### config.mk
export PLATFORM = sky130hd
export DESIGN_NAME = flash_copy_dma_flat
export DESIGN_NICKNAME = d
export VERILOG_FILES = /design/src/rtl/flash_copy_dma_pkg.sv /design/src/rtl/flash_copy_dma_if.sv /design/src/rtl/flash_copy_dma_timeout_ctr.sv /design/src/rtl/flash_copy_dma.sv /design/src/flat_wrapper.sv
export SDC_FILE = /design/constraint.sdc
export NUM_CORES = 1
export LEC_CHECK = 0
export CAP_MARGIN = 20
export CORE_ASPECT_RATIO = 0.5
export CORE_UTILIZATION = 35
export CTS_CLUSTER_DIAMETER = 30
export CTS_CLUSTER_SIZE = 20
export DETAILED_ROUTE_END_ITERATION = 6
export DONT_BUFFER_PORTS = 1
export GPL_ROUTABILITY_DRIVEN = 0
export HOLD_SLACK_MARGIN = 0.08
export PLACE_DENSITY = 0.46
export RECOVER_POWER = 50
export SYNTH_ARGS = -nofsm -noshare
export SYNTH_HDL_FRONTEND = slang
export SYNTH_SLANG_ARGS = --single-unit
### constraint.sdc
create_clock -name clk -period 9.6 [get_ports clk]
set_clock_uncertainty 0.1 [all_clocks]
set_input_delay 1.44 -clock clk [delete_from_list [all_inputs] [get_ports clk]]
set_output_delay 1.44 -clock clk [all_outputs]
set_load 0.02 [all_outputs]
### src/rtl/flash_copy_dma_pkg.sv
// Shared types and constants for the flash-to-program-memory copy engine.
package flash_copy_dma_pkg;

    // Copy sequencer states
    typedef enum logic [2:0] {
        StIdle  = 3'd0,
        StReq   = 3'd1,
        StWait  = 3'd2,
        StWrite = 3'd3,
        StDone  = 3'd4,
        StErr   = 3'd5
    } dma_state_e;

    // MMIO register indices
    localparam logic [1:0] RegSrc  = 2'd0;
    localparam logic [1:0] RegDst  = 2'd1;
    localparam logic [1:0] RegLen  = 2'd2;
    localparam logic [1:0] RegCtrl = 2'd3;

    // CTRL write bits
    localparam int unsigned CtrlStartBit = 0;
    localparam int unsigned CtrlAbortBit = 1;

    // STATUS read bits; remaining word count sits in [31:16]
    localparam int unsigned StatBusyBit = 0;
    localparam int unsigned StatDoneBit = 1;
    localparam int unsigned StatErrBit  = 2;

    function automatic logic [31:0] status_word(input logic        busy,
                                                input logic        done,
                                                input logic        err,
                                                input logic [15:0] rem);
        logic [31:0] w;
        w              = '0;
        w[31:16]       = rem;
        w[StatBusyBit] = busy;
        w[StatDoneBit] = done;
        w[StatErrBit]  = err;
        return w;
    endfunction

endpackage

### src/rtl/flash_copy_dma_if.sv
// Bundle of the copy engine's CPU config, flash read and program-memory write signals.
interface flash_copy_dma_if;
    // CPU register port
    logic        cfg_wen;
    logic        cfg_ren;
    logic [1:0]  cfg_addr;
    logic [31:0] cfg_wdata;
    logic [31:0] cfg_rdata;
    // Flash read port
    logic        flash_ren;
    logic [31:0] flash_addr;
    logic [31:0] flash_rdata;
    logic        flash_rvalid;
    // Program memory write port
    logic        cpu_pm_access;
    logic        pm_wen;
    logic [29:0] pm_addr;
    logic [31:0] pm_wdata;
    logic [3:0]  pm_byte_sel;
    // Status
    logic        cpu_hold;
    logic        busy;
    logic        done_irq;

    // Copy engine side
    modport master (
        input  cfg_wen, cfg_ren, cfg_addr, cfg_wdata,
        output cfg_rdata,
        output flash_ren, flash_addr,
        input  flash_rdata, flash_rvalid,
        input  cpu_pm_access,
        output pm_wen, pm_addr, pm_wdata, pm_byte_sel,
        output cpu_hold, busy, done_irq
    );

    // CPU / flash / memory side
    modport slave (
        output cfg_wen, cfg_ren, cfg_addr, cfg_wdata,
        input  cfg_rdata,
        input  flash_ren, flash_addr,
        output flash_rdata, flash_rvalid,
        output cpu_pm_access,
        input  pm_wen, pm_addr, pm_wdata, pm_byte_sel,
        input  cpu_hold, busy, done_irq
    );
endinterface

### src/rtl/flash_copy_dma_timeout_ctr.sv
// Flash response watchdog: cleared while a read is issued, counts while waiting,
// saturates and flags expiry once the count reaches TIMEOUT.
module flash_copy_dma_timeout_ctr #(
    parameter int unsigned TIMEOUT = 4095
) (
    input  logic clk,
    input  logic reset,
    input  logic i_clr,
    input  logic i_en,
    output logic o_expired
);
    localparam int unsigned CW = (TIMEOUT < 1) ? 1 : $clog2(TIMEOUT + 1);
    localparam logic [CW-1:0] Limit = CW'(TIMEOUT);

    logic [CW-1:0] r_count;

    // Wait-cycle counter, held at the limit so expiry stays asserted
    always_ff @(posedge clk or posedge reset) begin
        if (reset) begin
            r_count <= '0;
        end else if (i_clr) begin
            r_count <= '0;
        end else if (i_en && (r_count != Limit)) begin
            r_count <= r_count + 1'b1;
        end
    end

    assign o_expired = (r_count == Limit);

endmodule

### src/rtl/flash_copy_dma.sv
// Flash-to-program-memory copy engine. Runs a boot image copy after reset while
// holding the CPU, then serves CPU-initiated copies via SRC/DST/LEN/CTRL registers.
module flash_copy_dma
    import flash_copy_dma_pkg::*;
#(
    parameter logic [31:0] BOOT_SRC      = 32'h0010_0000,
    parameter logic [31:0] BOOT_DST      = 32'h0000_0000,
    parameter int unsigned BOOT_LEN      = 1024,
    parameter bit          BOOT_ON_RESET = 1'b1,
    parameter int unsigned TIMEOUT       = 4095
) (
    input logic              clk,
    input logic              reset,
    flash_copy_dma_if.master dma_bus
);
    localparam logic [15:0] BootLen16 = 16'(BOOT_LEN);

    dma_state_e  r_state;
    logic [31:0] r_src;
    logic [31:0] r_dst;
    logic [15:0] r_len;
    logic [15:0] r_rem;
    logic [31:0] r_data;
    logic [31:0] r_rdata;
    logic        r_done;
    logic        r_err;
    logic        r_cpu_hold;
    logic        r_boot_pending;

    logic w_busy;
    logic w_ctrl_wr;
    logic w_start;
    logic w_abort;
    logic w_pm_wen;
    logic w_expired;

    assign w_busy    = (r_state == StReq) || (r_state == StWait) || (r_state == StWrite);
    assign w_ctrl_wr = dma_bus.cfg_wen && (dma_bus.cfg_addr == RegCtrl);
    // Abort wins over start when both bits are written together
    assign w_abort   = w_ctrl_wr && dma_bus.cfg_wdata[CtrlAbortBit];
    assign w_start   = w_ctrl_wr && dma_bus.cfg_wdata[CtrlStartBit] && !w_abort;
    // CPU owns program memory this cycle; an abort also suppresses the pending write
    assign w_pm_wen  = (r_state == StWrite) && !dma_bus.cpu_pm_access && !w_abort;

    flash_copy_dma_timeout_ctr #(
        .TIMEOUT (TIMEOUT)
    ) u_timeout (
        .clk       (clk),
        .reset     (reset),
        .i_clr     (r_state == StReq),
        .i_en      (r_state == StWait),
        .o_expired (w_expired)
    );

    // Register file writes and the copy sequencer
    always_ff @(posedge clk or posedge reset) begin
        if (reset) begin
            r_state        <= StIdle;
            r_src          <= '0;
            r_dst          <= '0;
            r_len          <= '0;
            r_rem          <= '0;
            r_data         <= '0;
            r_done         <= 1'b0;
            r_err          <= 1'b0;
            r_cpu_hold     <= BOOT_ON_RESET;
            r_boot_pending <= BOOT_ON_RESET;
        end else begin
            if (dma_bus.cfg_wen && !w_busy) begin
                case (dma_bus.cfg_addr)
                    RegSrc:  r_src <= {dma_bus.cfg_wdata[31:2], 2'b00};
                    RegDst:  r_dst <= {dma_bus.cfg_wdata[31:2], 2'b00};
                    RegLen:  r_len <= dma_bus.cfg_wdata[15:0];
                    default: ;
                endcase
            end

            case (r_state)
                StIdle: begin
                    if (r_boot_pending) begin
                        r_boot_pending <= 1'b0;
                        r_src          <= {BOOT_SRC[31:2], 2'b00};
                        r_dst          <= {BOOT_DST[31:2], 2'b00};
                        r_len          <= BootLen16;
                        r_rem          <= BootLen16;
                        r_done         <= 1'b0;
                        r_err          <= 1'b0;
                        r_state        <= (BootLen16 == 16'd0) ? StDone : StReq;
                    end else if (w_start) begin
                        r_rem   <= r_len;
                        r_done  <= 1'b0;
                        r_err   <= 1'b0;
                        r_state <= (r_len == 16'd0) ? StDone : StReq;
                    end
                end
                StReq: r_state <= StWait;
                StWait: begin
                    if (dma_bus.flash_rvalid) begin
                        r_data  <= dma_bus.flash_rdata;
                        r_state <= StWrite;
                    end else if (w_expired) begin
                        r_state <= StErr;
                    end
                end
                StWrite: begin
                    if (w_pm_wen) begin
                        r_src   <= r_src + 32'd4;
                        r_dst   <= r_dst + 32'd4;
                        r_rem   <= r_rem - 16'd1;
                        r_state <= (r_rem == 16'd1) ? StDone : StReq;
                    end
                end
                StDone: begin
                    r_done     <= 1'b1;
                    r_cpu_hold <= 1'b0;
                    r_state    <= StIdle;
                end
                StErr: begin
                    r_err      <= 1'b1;
                    r_cpu_hold <= 1'b0;
                    r_state    <= StIdle;
                end
                default: r_state <= StIdle;
            endcase

            if (w_abort && w_busy) begin
                r_state <= StIdle;
            end
        end
    end

    // Registered CPU read data, updated only on a read strobe
    always_ff @(posedge clk or posedge reset) begin
        if (reset) begin
            r_rdata <= '0;
        end else if (dma_bus.cfg_ren) begin
            case (dma_bus.cfg_addr)
                RegSrc:  r_rdata <= r_src;
                RegDst:  r_rdata <= r_dst;
                RegLen:  r_rdata <= {16'd0, r_len};
                default: r_rdata <= status_word(w_busy, r_done, r_err, r_rem);
            endcase
        end
    end

    assign dma_bus.cfg_rdata   = r_rdata;
    assign dma_bus.flash_ren   = (r_state == StReq) || (r_state == StWait);
    assign dma_bus.flash_addr  = r_src;
    assign dma_bus.pm_wen      = w_pm_wen;
    assign dma_bus.pm_addr     = r_dst[31:2];
    assign dma_bus.pm_wdata    = r_data;
    assign dma_bus.pm_byte_sel = {4{w_pm_wen}};
    assign dma_bus.cpu_hold    = r_cpu_hold;
    assign dma_bus.busy        = w_busy;
    assign dma_bus.done_irq    = (r_state == StDone) || (r_state == StErr);

endmodule

### src/flat_wrapper.sv
// flat-port wrapper written by rule: the top's interface ports become plain ports
module flash_copy_dma_flat import flash_copy_dma_pkg::*;
#(
    parameter logic [31:0] BOOT_SRC      = 32'h0010_0000,
    parameter logic [31:0] BOOT_DST      = 32'h0000_0000,
    parameter int unsigned BOOT_LEN      = 1024,
    parameter bit          BOOT_ON_RESET = 1'b1,
    parameter int unsigned TIMEOUT       = 4095
)
  (clk, reset, dma_bus_cfg_wen, dma_bus_cfg_ren, dma_bus_cfg_addr, dma_bus_cfg_wdata, dma_bus_cfg_rdata, dma_bus_flash_ren, dma_bus_flash_addr, dma_bus_flash_rdata, dma_bus_flash_rvalid, dma_bus_cpu_pm_access, dma_bus_pm_wen, dma_bus_pm_addr, dma_bus_pm_wdata, dma_bus_pm_byte_sel, dma_bus_cpu_hold, dma_bus_busy, dma_bus_done_irq);
  flash_copy_dma_if dma_bus_i ();
  input logic clk;
  input logic reset;
  input wire logic [$bits(dma_bus_i.cfg_wen)-1:0] dma_bus_cfg_wen;
  input wire logic [$bits(dma_bus_i.cfg_ren)-1:0] dma_bus_cfg_ren;
  input wire logic [$bits(dma_bus_i.cfg_addr)-1:0] dma_bus_cfg_addr;
  input wire logic [$bits(dma_bus_i.cfg_wdata)-1:0] dma_bus_cfg_wdata;
  output wire logic [$bits(dma_bus_i.cfg_rdata)-1:0] dma_bus_cfg_rdata;
  output wire logic [$bits(dma_bus_i.flash_ren)-1:0] dma_bus_flash_ren;
  output wire logic [$bits(dma_bus_i.flash_addr)-1:0] dma_bus_flash_addr;
  input wire logic [$bits(dma_bus_i.flash_rdata)-1:0] dma_bus_flash_rdata;
  input wire logic [$bits(dma_bus_i.flash_rvalid)-1:0] dma_bus_flash_rvalid;
  input wire logic [$bits(dma_bus_i.cpu_pm_access)-1:0] dma_bus_cpu_pm_access;
  output wire logic [$bits(dma_bus_i.pm_wen)-1:0] dma_bus_pm_wen;
  output wire logic [$bits(dma_bus_i.pm_addr)-1:0] dma_bus_pm_addr;
  output wire logic [$bits(dma_bus_i.pm_wdata)-1:0] dma_bus_pm_wdata;
  output wire logic [$bits(dma_bus_i.pm_byte_sel)-1:0] dma_bus_pm_byte_sel;
  output wire logic [$bits(dma_bus_i.cpu_hold)-1:0] dma_bus_cpu_hold;
  output wire logic [$bits(dma_bus_i.busy)-1:0] dma_bus_busy;
  output wire logic [$bits(dma_bus_i.done_irq)-1:0] dma_bus_done_irq;
  assign dma_bus_i.cfg_wen = dma_bus_cfg_wen;
  assign dma_bus_i.cfg_ren = dma_bus_cfg_ren;
  assign dma_bus_i.cfg_addr = dma_bus_cfg_addr;
  assign dma_bus_i.cfg_wdata = dma_bus_cfg_wdata;
  assign dma_bus_cfg_rdata = dma_bus_i.cfg_rdata;
  assign dma_bus_flash_ren = dma_bus_i.flash_ren;
  assign dma_bus_flash_addr = dma_bus_i.flash_addr;
  assign dma_bus_i.flash_rdata = dma_bus_flash_rdata;
  assign dma_bus_i.flash_rvalid = dma_bus_flash_rvalid;
  assign dma_bus_i.cpu_pm_access = dma_bus_cpu_pm_access;
  assign dma_bus_pm_wen = dma_bus_i.pm_wen;
  assign dma_bus_pm_addr = dma_bus_i.pm_addr;
  assign dma_bus_pm_wdata = dma_bus_i.pm_wdata;
  assign dma_bus_pm_byte_sel = dma_bus_i.pm_byte_sel;
  assign dma_bus_cpu_hold = dma_bus_i.cpu_hold;
  assign dma_bus_busy = dma_bus_i.busy;
  assign dma_bus_done_irq = dma_bus_i.done_irq;
  flash_copy_dma #(.BOOT_SRC(BOOT_SRC), .BOOT_DST(BOOT_DST), .BOOT_LEN(BOOT_LEN), .BOOT_ON_RESET(BOOT_ON_RESET), .TIMEOUT(TIMEOUT)) u_core (.clk(clk), .reset(reset), .dma_bus(dma_bus_i));
endmodule
==> out/metrics.yaml <==
global_route:
  first_global_vias: 7762
  antenna_found_initial: 0
  grt_pass1_wl_um: 49200
  overflow: 0
  grt.total_usage_pct: 22.6
  grt_start_max_net_pins: 77
sta:
  max_freq_ghz: 0.188
  timing.final.crit_share_pct: 55.3
  rsz0062_at_grt: "false"
  fin_setup_tns_ns: 0
  fin_ws_ns: 4.29
  tightest_slew_ns: 2.86
  period_needed_ns: 5.31
  maxSlewViolCount: 146
  final_hold_viol_count: 0
  setup_violations: 0
  relSlewSlack_pct: -91.6
routing:
  drt_iter0_drc: 728
  drcViolationCount: 0
  wl_um: 32500
  wl_per_cell_um: 23.1
  ant_nets: 0
  drt_pre_antenna_iters: 5
  viasPerCell: 5.85
  vias: 8225
power:
  pwr-share-seq_pct: 50.2
  internal_power_mw: 1.87
  swShare_pct: 46.9
  p_clk_share_pct: 21.4
  leakagePower_nw: 4.25
  switching_power_mw: 1.65
  p_per_area_nw_per_um2: 334
  totalPowerFinal_mw: 3.52
  ir_drop_uv: 137
  comb_power_share_pct: 28.4
die:
  die_area_um2: 29200
  start_util_pct: 35.8
  row_count: 43
  die_y_um: 121
  core_area_um2: 27900
  die_w_um: 241
  io_pins: 207
synth:
  synth_xor_area_share_pct: 0.790
  synthAdderAreaFrac_pct: 0.627
  synth_nets: 1162
  yosys.cell_types.count: 76
  synth_seq_cells: 179
  synth-simple-area-share_pct: 20.3
  async_reset_ff_share_pct: 100
  synth_top_family_by_area: "simple AND/OR/NAND/NOR gates"
  synth_cells: 1085
  synth-edff-count: 0
  synth_compound_gate_area_share_pct: 18.5
  ys_warn_count: 0
  synth_top_flop_cell: "dfrtp_1"
  muxShareOfSynthArea_pct: 8.14
  syn-cell-area_um2: 9980
  synth.avg_cell_area_um2: 9.20
  synth_seq_area_share_pct: 44.9
cts:
  cts-root-buf: "clkbuf_16"
  cts_tree: "built"
  ctsHoldBuffers: 0
  cts_sinks: 179
  cts_setup_buffers: 0
  clock_insertion_delay_worst_skew_ns: 0.46
  clkTransAtPathRegs_ns: 0.07
  cts_max_path_buffers: 2
  h-tree-depth: 4
  cts_buffers: 17
  cts_resized: 0
placement:
  hpwl_um: 22900
  pre_cts_ws_ns: 5.57
  port_buffers: 0
min_path:
  min_path_type: "flop to flop"
  min_from: "u_core.r_dst[0]$_DFFE_PP0P_"
cells_and_area:
  synthToLayoutAreaGrowth_pct: 5.58
  final_cell_mix: "dfrtp_1, nor2_1, nand2_1, a21oi_1, o21ai_0"
  nFillCells: 2861
  fin_nets: 1089
  drive_above_1_share_pct: 10.0
  diodes: 0
  mostFrequentLayoutCell: "dfrtp_1"
  fin_util_pct: 37.8
setup_path:
  max_stage_delay_ns: 2.07
  cpLargestDelayFamily: "buffers and inverters"
  cp_max_fo: 64
  cp_num_buf_inv: 2
  cp_cell_sequence: "clkinvlp_2, clkbuf_1"
  r2r_start: "u_core.r_state[0]$_DFFE_PP0P_"
  end_kind: "asynchronous set/reset pin"
  critical-path-slowest-cell: "clkbuf_1"
  cp.arrival_ns: 5.17
  worstSetupStartpoint: "reset"
  required_ns: 9.47
  cp-start-kind: "input pin"
  critical_path_class: "input pin to asynchronous set/reset pin"
flow_run:
  drv_cap: 3
outcome:
  violations: "max-capacitance violations, max-slew violations"
  status: "finished, violations left"
==> state kept, by name, summed over array words and instances (netlist names), 3 cells and up <==
name and count:
u_core.r_dst 32, u_core.dma_bus.cfg_rdata 32, u_core.r_rem 16, u_core.dma_bus.pm_wdata 32, u_core.u_timeout.r_count 12, u_core.r_state 3, u_core.r_len 16, u_core.dma_bus.flash_addr 32
==> per-stage QoR <==
step                hold slack [ns]  instance area (um^2)  std cells
global route                  0.443                 10500       1407
CTS                           0.418                 10600       1407
detailed placement            0.394                  9960       1375
floorplan                     0.348                  9980       1085
finish                        0.419                 10500       1407
global placement              0.402                  9960       1375
==> cell type report <==
class	count	area, um^2	share of cell area (%)
repair buffers	12	78.8	0.748
clock inverters	14	176	1.67
flip-flops and latches	179	4480	42.5
well taps	382	478	4.54
multi-input cells	784	4810	45.7
inverters	18	68.8	0.653
clock buffers	18	439	4.17
==> final timing paths <==
check / to / slack (ns) / cells after the start
min in group asynchronous: u_core.dma_bus.pm_wdata[18]$_DFFE_PP0P_ / 1.57 / 1
min: u_core.r_dst[0]$_DFFE_PP0P_ / 0.42 / 1
min reg2reg: u_core.r_dst[0]$_DFFE_PP0P_ / 0.42 / 1
max in group clk: dma_bus_pm_byte_sel[2] / 5.64 / 3
max: u_core.dma_bus.flash_addr[20]$_DFF_PP0_ / 4.29 / 2
max reg2reg: u_core.dma_bus.flash_addr[28]$_DFF_PP0_ / 6.31 / 8
==> layer usage <==
| metal | global-route usage [%] | share of wire (%) |
|---|---|---|
| met5 | 0 | 0 |
| met4 | 5.30 | 1.2 |
| met3 | 5.91 | 7.1 |
| met2 | 34.3 | 45 |
| met1 | 32.0 | 47 |
==> cell usage after synthesis (all sizes together) (17+ instances only) <==
library cell  count  share of area [%]
mux2             35                4.0
o311ai           25                2.2
a21oi            98                4.9
inv              18               0.68
clkbuf           25               0.94
and3             17                1.1
o21ai            72                3.6
dfrtp           177                 44
mux2i            35                3.5
nand3            41                2.1
a31oi            18                1.1
nand2           121                4.6
nor3             21                1.5
nand4            17                1.2
buf              79                5.0
nor2            125                4.8
==> power groups by stage <==
stage / sequential (mW) / combinational (mW) / clock (mW)
2_1_floorplan: 1.50 / 1.01 / 0
3_3_place_gp: 1.77 / 0.983 / 0
3_5_place_dp: 1.78 / 1.00 / 0
4_1_cts: 1.77 / 1.01 / 0.770
5_1_grt: 1.82 / 1.12 / 0.799
6_report: 1.76 / 1.00 / 0.751
==> cells by family after synthesis <==
family                     after synthesis
muxes                                   73
xor gates and xnor gates                 9
AOI/OAI and AO/OA                      290
adders and majority gates                5
buffers and inverters                  122
DFF                                    179
and+or+nand+nor                        407
Note: power is estimated with default switching activity, not from simulation.
